[src/rtl/score_lives_tracker.sv]
// Game-state producer for the score/lives display: saturating score, lives, respawn window, game FSM.
// Optional HIGH_SCORE_EN keeps the best final score across games; otherwise o_hi_score is tied to zero.
module score_lives_tracker #(
  parameter int START_LIVES    = 3,
  parameter int MAX_SCORE      = 99,
  parameter int POINTS_PER_HIT = 1,
  parameter int WAVE_BONUS     = 5,
  parameter int RESPAWN_FRAMES = 60
) (
  input  logic       i_clk,
  input  logic       i_arst,
  input  logic       i_frame_tick,
  input  logic       i_start,
  input  logic       i_alien_hit,
  input  logic       i_wave_clear,
  input  logic       i_player_hit,
  output logic [1:0] o_lives,
  output logic [6:0] o_score,
  output logic       o_playing,
  output logic       o_invuln,
  output logic       o_game_over,
  output logic [6:0] o_hi_score
);

  typedef enum logic [1:0] {
    ST_IDLE,
    ST_PLAYING,
    ST_RESPAWN,
    ST_GAME_OVER
  } state_t;

  localparam logic [1:0] LP_START_LIVES = 2'(START_LIVES);
  localparam logic [7:0] LP_MAX_SCORE   = 8'(MAX_SCORE);
  localparam logic [7:0] LP_PTS_HIT     = 8'(POINTS_PER_HIT);
  localparam logic [7:0] LP_PTS_WAVE    = 8'(WAVE_BONUS);
  localparam logic [7:0] LP_RESPAWN     = 8'(RESPAWN_FRAMES);

  state_t     r_state;
  logic [6:0] r_score;
  logic [1:0] r_lives;
  logic [7:0] r_cnt;
  logic       r_playing;
  logic       r_invuln;
  logic       r_game_over;

  state_t     w_state_nxt;
  logic [6:0] w_score_nxt;
  logic [1:0] w_lives_nxt;
  logic [7:0] w_cnt_nxt;
  logic [7:0] w_sum;
  logic [6:0] w_score_sat;

  // Sum in 8 bits so the clamp sees the true total rather than a wrapped 7-bit value.
  always_comb begin
    w_sum = {1'b0, r_score}
          + (i_alien_hit  ? LP_PTS_HIT  : 8'd0)
          + (i_wave_clear ? LP_PTS_WAVE : 8'd0);
    w_score_sat = (w_sum > LP_MAX_SCORE) ? LP_MAX_SCORE[6:0] : w_sum[6:0];
  end

  always_comb begin
    w_state_nxt = r_state;
    w_score_nxt = r_score;
    w_lives_nxt = r_lives;
    w_cnt_nxt   = r_cnt;
    case (r_state)
      ST_IDLE, ST_GAME_OVER: begin
        if (i_start) begin
          w_score_nxt = 7'd0;
          w_lives_nxt = LP_START_LIVES;
          w_cnt_nxt   = 8'd0;
          w_state_nxt = ST_PLAYING;
        end
      end
      ST_PLAYING: begin
        // Points from this cycle land before the hit is resolved, so a fatal hit keeps them.
        w_score_nxt = w_score_sat;
        if (i_player_hit) begin
          if (r_lives > 2'd1) begin
            w_lives_nxt = r_lives - 2'd1;
            w_cnt_nxt   = LP_RESPAWN;
            w_state_nxt = ST_RESPAWN;
          end else begin
            w_lives_nxt = 2'd0;
            w_state_nxt = ST_GAME_OVER;
          end
        end
      end
      ST_RESPAWN: begin
        w_score_nxt = w_score_sat;
        if (i_frame_tick) begin
          if (r_cnt <= 8'd1) begin
            w_cnt_nxt   = 8'd0;
            w_state_nxt = ST_PLAYING;
          end else begin
            w_cnt_nxt = r_cnt - 8'd1;
          end
        end
      end
      default: w_state_nxt = ST_IDLE;
    endcase
  end

  always_ff @(posedge i_clk) begin
    if (i_arst) begin
      r_state     <= ST_IDLE;
      r_score     <= 7'd0;
      r_lives     <= LP_START_LIVES;
      r_cnt       <= 8'd0;
      r_playing   <= 1'b0;
      r_invuln    <= 1'b0;
      r_game_over <= 1'b0;
    end else begin
      r_state     <= w_state_nxt;
      r_score     <= w_score_nxt;
      r_lives     <= w_lives_nxt;
      r_cnt       <= w_cnt_nxt;
      r_playing   <= (w_state_nxt == ST_PLAYING) || (w_state_nxt == ST_RESPAWN);
      r_invuln    <= (w_state_nxt == ST_RESPAWN);
      r_game_over <= (w_state_nxt == ST_GAME_OVER);
    end
  end

`ifdef HIGH_SCORE_EN
  logic [6:0] r_hi_score;
  logic       w_enter_go;

  assign w_enter_go = (r_state != ST_GAME_OVER) && (w_state_nxt == ST_GAME_OVER);

  always_ff @(posedge i_clk) begin
    if (i_arst) begin
      r_hi_score <= 7'd0;
    end else if (w_enter_go && (w_score_nxt > r_hi_score)) begin
      r_hi_score <= w_score_nxt;
    end
  end

  assign o_hi_score = r_hi_score;
`else
  assign o_hi_score = 7'd0;
`endif

  assign o_lives     = r_lives;
  assign o_score     = r_score;
  assign o_playing   = r_playing;
  assign o_invuln    = r_invuln;
  assign o_game_over = r_game_over;

endmodule

[config.mk]
export PLATFORM = sky130hd
export DESIGN_NAME = score_lives_tracker
export DESIGN_NICKNAME = d
export VERILOG_FILES = /design/src/rtl/score_lives_tracker.sv
export SDC_FILE = /design/constraint.sdc
export NUM_CORES = 1
export LEC_CHECK = 0
export CAP_MARGIN = 20
export CORE_ASPECT_RATIO = 0.8
export CORE_MARGIN = 2
export CORE_UTILIZATION = 52
export DETAILED_ROUTE_END_ITERATION = 10
export PLACE_DENSITY_LB_ADDON = 0.3
export SETUP_SLACK_MARGIN = 0.1
export SLEW_MARGIN = 20
export SYNTH_ARGS = -nofsm -noshare
export SYNTH_HDL_FRONTEND = slang
export SYNTH_SLANG_ARGS = --single-unit
[constraint.sdc]
create_clock -name i_clk -period 2.6 [get_ports i_clk]
set_input_delay 0.26 -clock i_clk [delete_from_list [all_inputs] [get_ports i_clk]]
set_output_delay 0.26 -clock i_clk [all_outputs]
set_load 0.005 [all_outputs]
==> impl_metrics.tcl <==
set metrics [dict create \
    vias_per_cell 5.67 \
    stdcell_count 244 \
    cts_buffer_depth 2 \
    cts_buffers 3 \
    synthToLayoutAreaGrowth_pct 18.2 \
    start_util_pct 54.6 \
    synthArstFlopShare_pct 0 \
    io_pins 26 \
    rsz0062_at_grt "no" \
    worst_pin_slew_ns 0.591 \
    startpoint "i_wave_clear" \
    fin_crit_sh_pct 86.4 \
    cts.sinks 22 \
    root_buffer "clkbuf_4" \
    synth_area_sq_mm 0.00150 \
    final_area_sq_mm 0.00177 \
    synthFlopType "dfxtp_1" \
    post-cts-setup-buffers 0 \
    die_w_um 64 \
    syn_area_per_cell_sq_um 8.10 \
    place_area_sq_mm 0.00172 \
    ys_seq_area_share_pct 29.4 \
    die_h_um 52 \
    holdCritPathClass "reg -> reg" \
    p_leak_nw 0.676 \
    io_buffers 18 \
    path_class "in -> reg" \
    ys_top_cells_by_count "dfxtp_1 (22), nand2_1 (15), nor2_1 (13)" \
    crit_path_end_kind "flip-flop" \
    antennaDiodeCount 0 \
    status "finished, final reports clean" \
    place.gp.congestion 0.942 \
    drc 0 \
    num_vias 1383 \
    ctsHoldBuffers 0 \
    path_clk_slew_ns 0.13 \
    grt_overflow 0 \
    setup_viol 0 \
    wirelength_um 3260 \
    vdd_drop_max_mv 0.355 \
    synth_top_cell_by_area "dfxtp_1" \
    insertion_delay_ns 0.32 \
    wl_per_cell_um 13.4 \
    crit_arrival_ns 2.47 \
    drt_first_pass_iters 4 \
    cts-htree-levels 1 \
    core_sq_mm 0.00274 \
    cap_violations 0 \
    crit_path_max_fanout 4 \
    synth-seq-cells 22 \
    synth.most_common_cell "dfxtp_1" \
    drt_iter0_markers 86 \
    drv_slew 0 \
    rows 17 \
    die-area_sq_mm 0.00333 \
    hpwl_um 2520 \
    startpoint_type "primary input" \
    yosys-top-cells-area "dfxtp_1 (29%), ha_1 (6.7%), nand2_1 (3.8%), o21ai_0 (3.7%), buf_4 (3.5%)" \
    power_density_mw_per_mm2 550 \
    ys_warn_count 0 \
    fin_crit_ns 2.25 \
    post_cts_resized 0 \
    cts_tree "yes" \
    synth_cell_type_count 48 \
    grt_first_pass_wirelength_um 5640 \
    grtUsageTotal_pct 21.6 \
    worstPathRequired_ns 2.83 \
    grt_max_degree 19 \
    timing.setup.tns_ns 0 \
    synthDominantCellAreaShare_pct 29.4 \
    place_inst 240 \
    grt_pass1_vias 1299 \
    nNetsFinal 223 \
    antenna_found_initial 0 \
    hold_viol 0 \
    synth_edf_count 0 \
    r2r_start "o_score[0]" \
    synthCells 185 \
    worstHoldStart "r_cnt[7]" \
    antenna_left 0 \
    layout-drive-gt1-share_pct 8.74 \
    fmax_mhz 445 \
    power_uw 974 \
    relSlewSlack_pct 60.2 \
    fillCellCount 221 \
    fin_skew_ns 0.00786 \
]
## routing by layer
layer | vias up | global-route usage (%) | share of wire [%]
li1 | 704 | - | -
met4 | 0 | 5.80 | 0.71
met1 | 626 | 28.1 | 48
met5 | - | 0 | 0
met3 | 4 | 5.19 | 7.4
met2 | 49 | 35.8 | 44
## per-stage QoR
| stage | util (%) | hold WS, ns | setup WS, ns |
|---|---|---|---|
| final | 64.5 | 0.512 | 0.353 |
| after global routing | 64.5 | 0.532 | 0.194 |
| after CTS | 64.5 | 0.517 | 0.370 |
| after detailed placement | 62.6 | 0.499 | 0.0281 |
| after global placement | 62.6 | 0.472 | 0.0680 |
| after floorplan | - | 0.439 | 0.496 |
## kinds of logic after synthesis
kind of cell	share of synthesized area, %
other cells	0.250
fa+ha+maj	8.02
simple gates	27.1
flops	29.4
mux	1.34
compound gates	25.1
buf+inv	8.27
xor+xnor	0.585
## cell usage in the layout (no fill, tap or decap), types with 2 or more instances in the layout
master           count
nor2b_1              7
nand3_1              4
inv_1               11
nand2_1             15
nand4_1              3
clkbuf_4             3
nor3b_1              2
and3_1               2
buf_4                7
o21ai_0             11
o211ai_1             2
nor4_1               3
nand2b_1             7
a31oi_1              6
conb_1               7
nand3b_1             3
a21o_1               3
mux2i_1              2
dfxtp_1             22
nor3_1               9
clkdlybuf4s50_1     18
a311oi_1             2
a221oi_1             2
a21oi_1             10
ha_1                 8
nor2_1              13
o31a_1               2
## worst max-delay path, stage by stage
cell and delay, ns:
clkdlybuf4s50_1 0.46, fa_1 0.47, ha_1 0.26, a21oi_1 0.21, nor4_1 0.08, a311oi_1 0.34, a221oi_1 0.13, o31a_1 0.27
## state kept, by name (all words and copies together), names as in the netlist
name,count
o_lives,2
o_game_over,1
r_cnt,8
o_playing,1
r_state,2
o_score,7
o_invuln,1
## final timing paths
path              cells past startpoint  slack, ns          to
setup / recovery                      8       0.35  o_score[1]
hold reg to reg                       2       0.51    r_cnt[7]
hold / removal                        2       0.51    r_cnt[7]
setup reg to reg                      7       0.44  o_score[1]
## where the power goes
| part | switching, mW | internal (mW) |
|---|---|---|
| Sequential | 0.0276 | 0.364 |
| Combinational | 0.181 | 0.137 |
| Clock | 0.108 | 0.156 |
| Total | 0.317 | 0.657 |
## layout make-up
type                    instances  area [sq um]  share of cell area (%)
clock buffers                   3          22.5                    1.27
clock inverters                 1          30.0                    1.70
inverters                      11          41.3                    2.33
multi-input cells             144           956                    54.0
flip-flops and latches         22           440                    24.9
well taps                      38          47.5                    2.69
repair buffers                 25           233                    13.1
Note: power is estimated with default switching activity, not from simulation.
